--- src/rtl/id_ex_stage_pkg.sv ---
// Shared types and constants for the ID/EX pipeline stage.
// ALU op codes, control bit positions, widths and the stage bundle.
package id_ex_stage_pkg;

   localparam int DATA_W  = 32;
   localparam int REG_W   = 5;
   localparam int CTRL_W  = 6;
   localparam int ALUC_W  = 4;
   localparam int SHAMT_W = 5;

   // packed control: {RegWrite, MemRead, MemWrite, MemToReg, Branch, ALUSrc}
   localparam int CTRL_REG_WRITE  = 5;
   localparam int CTRL_MEM_READ   = 4;
   localparam int CTRL_MEM_WRITE  = 3;
   localparam int CTRL_MEM_TO_REG = 2;
   localparam int CTRL_BRANCH     = 1;
   localparam int CTRL_ALU_SRC    = 0;

   typedef enum logic [ALUC_W-1:0] {
      ALU_ADD  = 4'd0,
      ALU_SUB  = 4'd1,
      ALU_AND  = 4'd2,
      ALU_OR   = 4'd3,
      ALU_XOR  = 4'd4,
      ALU_NOR  = 4'd5,
      ALU_SLT  = 4'd6,
      ALU_SLTU = 4'd7,
      ALU_SLL  = 4'd8,
      ALU_SRL  = 4'd9,
      ALU_SRA  = 4'd10,
      ALU_LUI  = 4'd11,
      ALU_BEQ  = 4'd12,
      ALU_BNE  = 4'd13,
      ALU_BLTZ = 4'd14
   } alu_op_e;

   typedef struct packed {
      logic               valid;
      logic [ALUC_W-1:0]  alu_op;
      logic [DATA_W-1:0]  a;
      logic [DATA_W-1:0]  b;
      logic [DATA_W-1:0]  imm;
      logic [SHAMT_W-1:0] shamt;
      logic [REG_W-1:0]   rs;
      logic [REG_W-1:0]   rt;
      logic [REG_W-1:0]   dst;
      logic [CTRL_W-1:0]  ctrl;
   } id_ex_t;

endpackage

--- src/rtl/id_ex_fwd_mux.sv ---
// Per-operand forwarding select for the ID/EX stage (ID_EX_FORWARDING_EN).
// Ports: src index, raw reg data, EX/MEM and MEM/WB write info -> data.
`ifdef ID_EX_FORWARDING_EN
module id_ex_fwd_mux
   import id_ex_stage_pkg::*;
(
   input  logic [REG_W-1:0]  src,
   input  logic [DATA_W-1:0] raw,
   input  logic              ex_mem_we,
   input  logic [REG_W-1:0]  ex_mem_dst,
   input  logic [DATA_W-1:0] ex_mem_data,
   input  logic              mem_wb_we,
   input  logic [REG_W-1:0]  mem_wb_dst,
   input  logic [DATA_W-1:0] mem_wb_data,
   output logic [DATA_W-1:0] data
);

   logic ex_hit;
   logic wb_hit;

   // $0 is hardwired zero, so it never forwards
   assign ex_hit = ex_mem_we && (ex_mem_dst != '0)
                && (ex_mem_dst == src);
   assign wb_hit = mem_wb_we && (mem_wb_dst != '0)
                && (mem_wb_dst == src);

   // both can hit; the younger EX/MEM result wins
   always_comb begin
      data = raw;
      priority case (1'b1)
         ex_hit:  data = ex_mem_data;
         wb_hit:  data = mem_wb_data;
         default: data = raw;
      endcase
   end

endmodule
`endif

--- src/rtl/id_ex_stage.sv ---
// ID/EX pipeline register feeding the ALU, with stall, flush, load-use
// hazard detect and optional operand forwarding (ID_EX_FORWARDING_EN).
// Ports: Clk/Reset, Stall/Flush, In* from ID, EX/MEM + MEM/WB fwd
// sources; Out* to ALU/EX-MEM, LoadUseHazard to hazard/PC logic.
module id_ex_stage
   import id_ex_stage_pkg::*;
(
   input  logic               Clk,
   input  logic               Reset,
   input  logic               Stall,
   input  logic               Flush,
   input  logic               InValid,
   input  logic [ALUC_W-1:0]  InALUControl,
   input  logic [DATA_W-1:0]  InA,
   input  logic [DATA_W-1:0]  InB,
   input  logic [DATA_W-1:0]  InImm,
   input  logic [SHAMT_W-1:0] InShamt,
   input  logic [REG_W-1:0]   InRs,
   input  logic [REG_W-1:0]   InRt,
   input  logic [REG_W-1:0]   InDst,
   input  logic [CTRL_W-1:0]  InCtrl,
   input  logic               ExMemRegWrite,
   input  logic [REG_W-1:0]   ExMemDst,
   input  logic [DATA_W-1:0]  ExMemResult,
   input  logic               MemWbRegWrite,
   input  logic [REG_W-1:0]   MemWbDst,
   input  logic [DATA_W-1:0]  MemWbData,
   output logic               LoadUseHazard,
   output logic               OutValid,
   output logic [ALUC_W-1:0]  OutALUControl,
   output logic [DATA_W-1:0]  OutA,
   output logic [DATA_W-1:0]  OutB,
   output logic [SHAMT_W-1:0] OutShamt,
   output logic [DATA_W-1:0]  OutStoreData,
   output logic [REG_W-1:0]   OutDst,
   output logic [CTRL_W-1:0]  OutCtrl
);

   id_ex_t id_d;
   id_ex_t ex_q;

   logic [DATA_W-1:0] fwd_a;
   logic [DATA_W-1:0] fwd_b;

   always_comb begin
      id_d        = '0;
      id_d.valid  = InValid;
      id_d.alu_op = InALUControl;
      id_d.a      = InA;
      id_d.b      = InB;
      id_d.imm    = InImm;
      id_d.shamt  = InShamt;
      id_d.rs     = InRs;
      id_d.rt     = InRt;
      id_d.dst    = InDst;
      id_d.ctrl   = InCtrl;
   end

   // flush loads the same all-zero bubble as reset
   always_ff @(posedge Clk) begin
      if (Reset || Flush) begin
         ex_q <= '0;
      end else if (!Stall) begin
         ex_q <= id_d;
      end
   end

`ifdef ID_EX_FORWARDING_EN
   id_ex_fwd_mux u_fwd_a (
      .src         (ex_q.rs),
      .raw         (ex_q.a),
      .ex_mem_we   (ExMemRegWrite),
      .ex_mem_dst  (ExMemDst),
      .ex_mem_data (ExMemResult),
      .mem_wb_we   (MemWbRegWrite),
      .mem_wb_dst  (MemWbDst),
      .mem_wb_data (MemWbData),
      .data        (fwd_a)
   );

   id_ex_fwd_mux u_fwd_b (
      .src         (ex_q.rt),
      .raw         (ex_q.b),
      .ex_mem_we   (ExMemRegWrite),
      .ex_mem_dst  (ExMemDst),
      .ex_mem_data (ExMemResult),
      .mem_wb_we   (MemWbRegWrite),
      .mem_wb_dst  (MemWbDst),
      .mem_wb_data (MemWbData),
      .data        (fwd_b)
   );
`else
   logic unused_fwd;

   assign fwd_a = ex_q.a;
   assign fwd_b = ex_q.b;

   assign unused_fwd = ^{ExMemRegWrite, ExMemDst, ExMemResult,
                         MemWbRegWrite, MemWbDst, MemWbData,
                         ex_q.rs, ex_q.rt};
`endif

   assign OutValid      = ex_q.valid;
   assign OutALUControl = ex_q.alu_op;
   assign OutShamt      = ex_q.shamt;
   assign OutDst        = ex_q.dst;
   assign OutCtrl       = ex_q.ctrl;
   assign OutA          = fwd_a;
   assign OutB          = ex_q.ctrl[CTRL_ALU_SRC] ? ex_q.imm : fwd_b;
   assign OutStoreData  = fwd_b;

   // a load in EX whose target is read by the instruction in ID
   assign LoadUseHazard = ex_q.valid
                       && ex_q.ctrl[CTRL_MEM_READ]
                       && (ex_q.dst != '0)
                       && InValid
                       && ((ex_q.dst == InRs) || (ex_q.dst == InRt));

endmodule
--- config.mk ---
export PLATFORM = sky130hd
export DESIGN_NAME = id_ex_stage
export DESIGN_NICKNAME = d
export VERILOG_FILES = /design/src/rtl/id_ex_stage_pkg.sv /design/src/rtl/id_ex_fwd_mux.sv /design/src/rtl/id_ex_stage.sv
export SDC_FILE = /design/constraint.sdc
export NUM_CORES = 1
export LEC_CHECK = 0
export CAP_MARGIN = 15
export CORE_MARGIN = 1.5
export CORE_UTILIZATION = 30
export DETAILED_ROUTE_END_ITERATION = 8
export PLACE_DENSITY_LB_ADDON = 0.12
export SYNTH_ARGS = -nofsm -noshare
export SYNTH_HDL_FRONTEND = slang
export SYNTH_SLANG_ARGS = --single-unit
--- constraint.sdc ---
create_clock -name Clk -period 2 [get_ports Clk]
set_clock_uncertainty 0.15 [all_clocks]
set_input_delay 0.3 -clock Clk [delete_from_list [all_inputs] [get_ports Clk]]
set_output_delay 0.3 -clock Clk [all_outputs]
set_load 0.01 [all_outputs]
==> key figures <==
Route
  • Initial DRC count: 76
  • DRC Markers: 0
  • Vias per inst: between 4 and 5
  • WL/cell: roughly 15 um
  • DRT Pass-1 Iters: 4
  • Via Count: approximately 4,000
  • Antenna viol nets, final: 0
  • Total Wirelength: around 14,000 um

Global route
  • Total global routing overflow: 0
  • First-pass GRT wire length: 21,500 um
  • Number of global-route vias before repair: approximately 4,000
  • Largest net degree at the start of global routing: 48
  • Initial antenna violation count: 0
  • Global Route Usage Sum: 0.155

Yosys
  • Synth Net Count: around 720
  • Syn avg cell area: just over 10 um2
  • Synth top area share: 0.447
  • Synth area leader: dfxtp_1
  • Unique masters post-synth: 17
  • Synth warn: 0
  • Synth top area cells: dfxtp_1 (45%), mux2i_1 (22%), buf_4 (12%)
  • Number of synthesized register bits: roughly 120
  • Post-synthesis cell count: roughly 520
  • Mapped cell area: about 5200 um2
  • Seq/Total Area, Yosys: 0.447

Timing
  • Final Cycle Share: 1.04
  • Slew @ Worst Pin: approximately 0.31 ns
  • Setup WS post-layout: -0.0891 ns
  • Worst relative slew slack: 0.793
  • Final hold vios: 0
  • Slew Viols, Final: 0
  • Hold_ws: roughly 0.16 ns
  • # setup viols final: 2
  • Minimum clock period: around 2.1 ns
  • Fmax: ~480 MHz
  • RSZ-0062 raised after global routing: yes

Pwr
  • Power Density: 780 nW/um2
  • Peak VDD IR: 0.552 mV
  • Pleak: 3.54 nW

Cells and area
  • Final core utilization: 0.480
  • Area Growth Syn to Fin: 57.5%
  • Share of cells above drive strength 1: 0.181
  • Final net count: 900
  • Diode count: 0
  • Most frequent cells in the layout: clkdlybuf4s50_1 (212), mux2i_1 (117), nor2_1 (117)
  • Most common cell after layout, fill and taps aside: clkdlybuf4s50_1

Clock network
  • CTS Buf Count: 17
  • Htree depth: 4
  • Clk sinks: around 120
  • Clock buffer depth: 2
  • Post-CTS Hold Buffers: 0
  • Worst skew pair latency: about 0.4 ns
  • CTS tree: built
  • Clock root buffer: clkbuf_16
  • Clock-pin slew on the worst setup and hold paths: roughly 0.06 ns

Placement
  • Pre-CTS setup slack: -0.345 ns
  • Routability congestion estimate: approximately 0.75
  • Port bufs: approximately 250
  • DPL Wire Length: 9790 um

Setup path
  • CP Class: reg2out
  • R2R setup slack: approximately 0.91 ns
  • Critical Path Start Type: register
  • Worst r2r src: OutCtrl[0]
  • CP max FO: 2
  • Worst EP arrival: around 1.6 ns
  • Cell count of the worst reg-to-reg path: 4
  • CP required: between 1.5 and 2 ns
  • Reg-to-reg critical path endpoint: OutCtrl[0]
  • Crit end category: output pin

Die
  • I/O pins: about 330
  • Die area: around 18,000 um2
  • Die Y: between 100 and 150 um
  • DIE WIDTH: 135 um
  • Core Region: 17,200 um2
  • Rows: 48
  • Initial core utilization: 0.305

Outcome
  • Status: finished with violations
  • Violated checks: negative setup slack

Hold path
  • Hold path depth: 3
  • Hold Path Class: in2reg
  • Hold Path Sink: OutStoreData[21]
  • Min-delay src: Stall

Flow run
  • Number of max-cap violations: 0
## cell usage after synthesis, drive strengths merged
cell type,count
dfxtp,117
mux2i,117
nor2,117
buf,109
mux2,32
xor2,6
clkbuf,5
xnor2,4
nand3,2
nor3,2
a21oi,1
o2111ai,1
or2,1
or4,1
## flip-flops by register name, indices dropped and copies added, names as in the netlist
register and cells:
OutALUControl 4, OutDst 5, OutCtrl 6, OutValid 1, ex_q 32, OutShamt 5
OutA 32, OutStoreData 32
## how the worst max path moves through the flow
stage / to / slack, ns / start / cells after the start
global placement: LoadUseHazard / -0.30 / InRs[2] / 6
floorplan: OutB[10] / 0.44 / OutCtrl[0] / 3
CTS: LoadUseHazard / -0.13 / OutDst[3] / 4
finish: LoadUseHazard / -0.09 / OutDst[3] / 4
global route: LoadUseHazard / -0.16 / OutDst[3] / 4
detailed placement: LoadUseHazard / -0.35 / InRs[2] / 6
## report_power, final
| group | internal (mW) | switching, mW |
|---|---|---|
| Clock | 2.05 | 1.07 |
| Sequential | 2.41 | 0.0470 |
| Combinational | 0.550 | 0.310 |
| Total | 5.01 | 1.42 |
## area by class of cell
class / instances / area (um2)
well taps: 225 / 282
clock inverters: 9 / 125
flip-flops and latches: 117 / 2350
fillers: 1623 / 8930
multi-input cells: 284 / 2190
clock buffers: 23 / 478
repair buffers: 273 / 2820
## timing repair
item,4_1_cts,5_1_grt
pin swaps,2,2
setup buffers,7,1
hold endpoints to repair,0,0
endpoints found under the setup margin,34,31
gates resized for setup,163,27
gates cloned,3,1
## kinds of logic after synthesis
logic type                after synthesis  share of synthesized area
xor gates and xnor gates               10                     0.0167
buffers and inverters                 114                      0.151
DFF                                   117                      0.447
AOI/OAI and AO/OA                       2                    0.00263
and+or+nand+nor                       123                     0.0903
muxes                                 149                      0.292
## stage by stage
stage | cells | total power [mW] | TNS, ns | area, um2
global placement | 888 | 3.32 | -0.301 | 7400
floorplan | 515 | 2.91 | 0 | 5240
CTS | 930 | 6.50 | -0.693 | 8120
detailed placement | 888 | 3.33 | -0.345 | 7400
finish | 931 | 6.43 | -0.114 | 8250
global route | 931 | 6.70 | -0.241 | 8250
## worst max-delay path, stage by stage (launching register included)
cell and delay (ns):
dfxtp_2 0.32, or4_4 0.53, o2111ai_2 0.20, a21oi_2 0.04, buf_2 0.14
## routing by layer
layer | global-route usage | up-vias | wire length (um)
met4 | 0.0627 | 0 | 218
li1 | - | 1978 | -
met2 | 0.247 | 158 | 6420
met3 | 0.0718 | 16 | 1480
met1 | 0.179 | 1835 | 6110
met5 | 0 | - | 0
No activity file was read; power rests on OpenSTA's default activity.
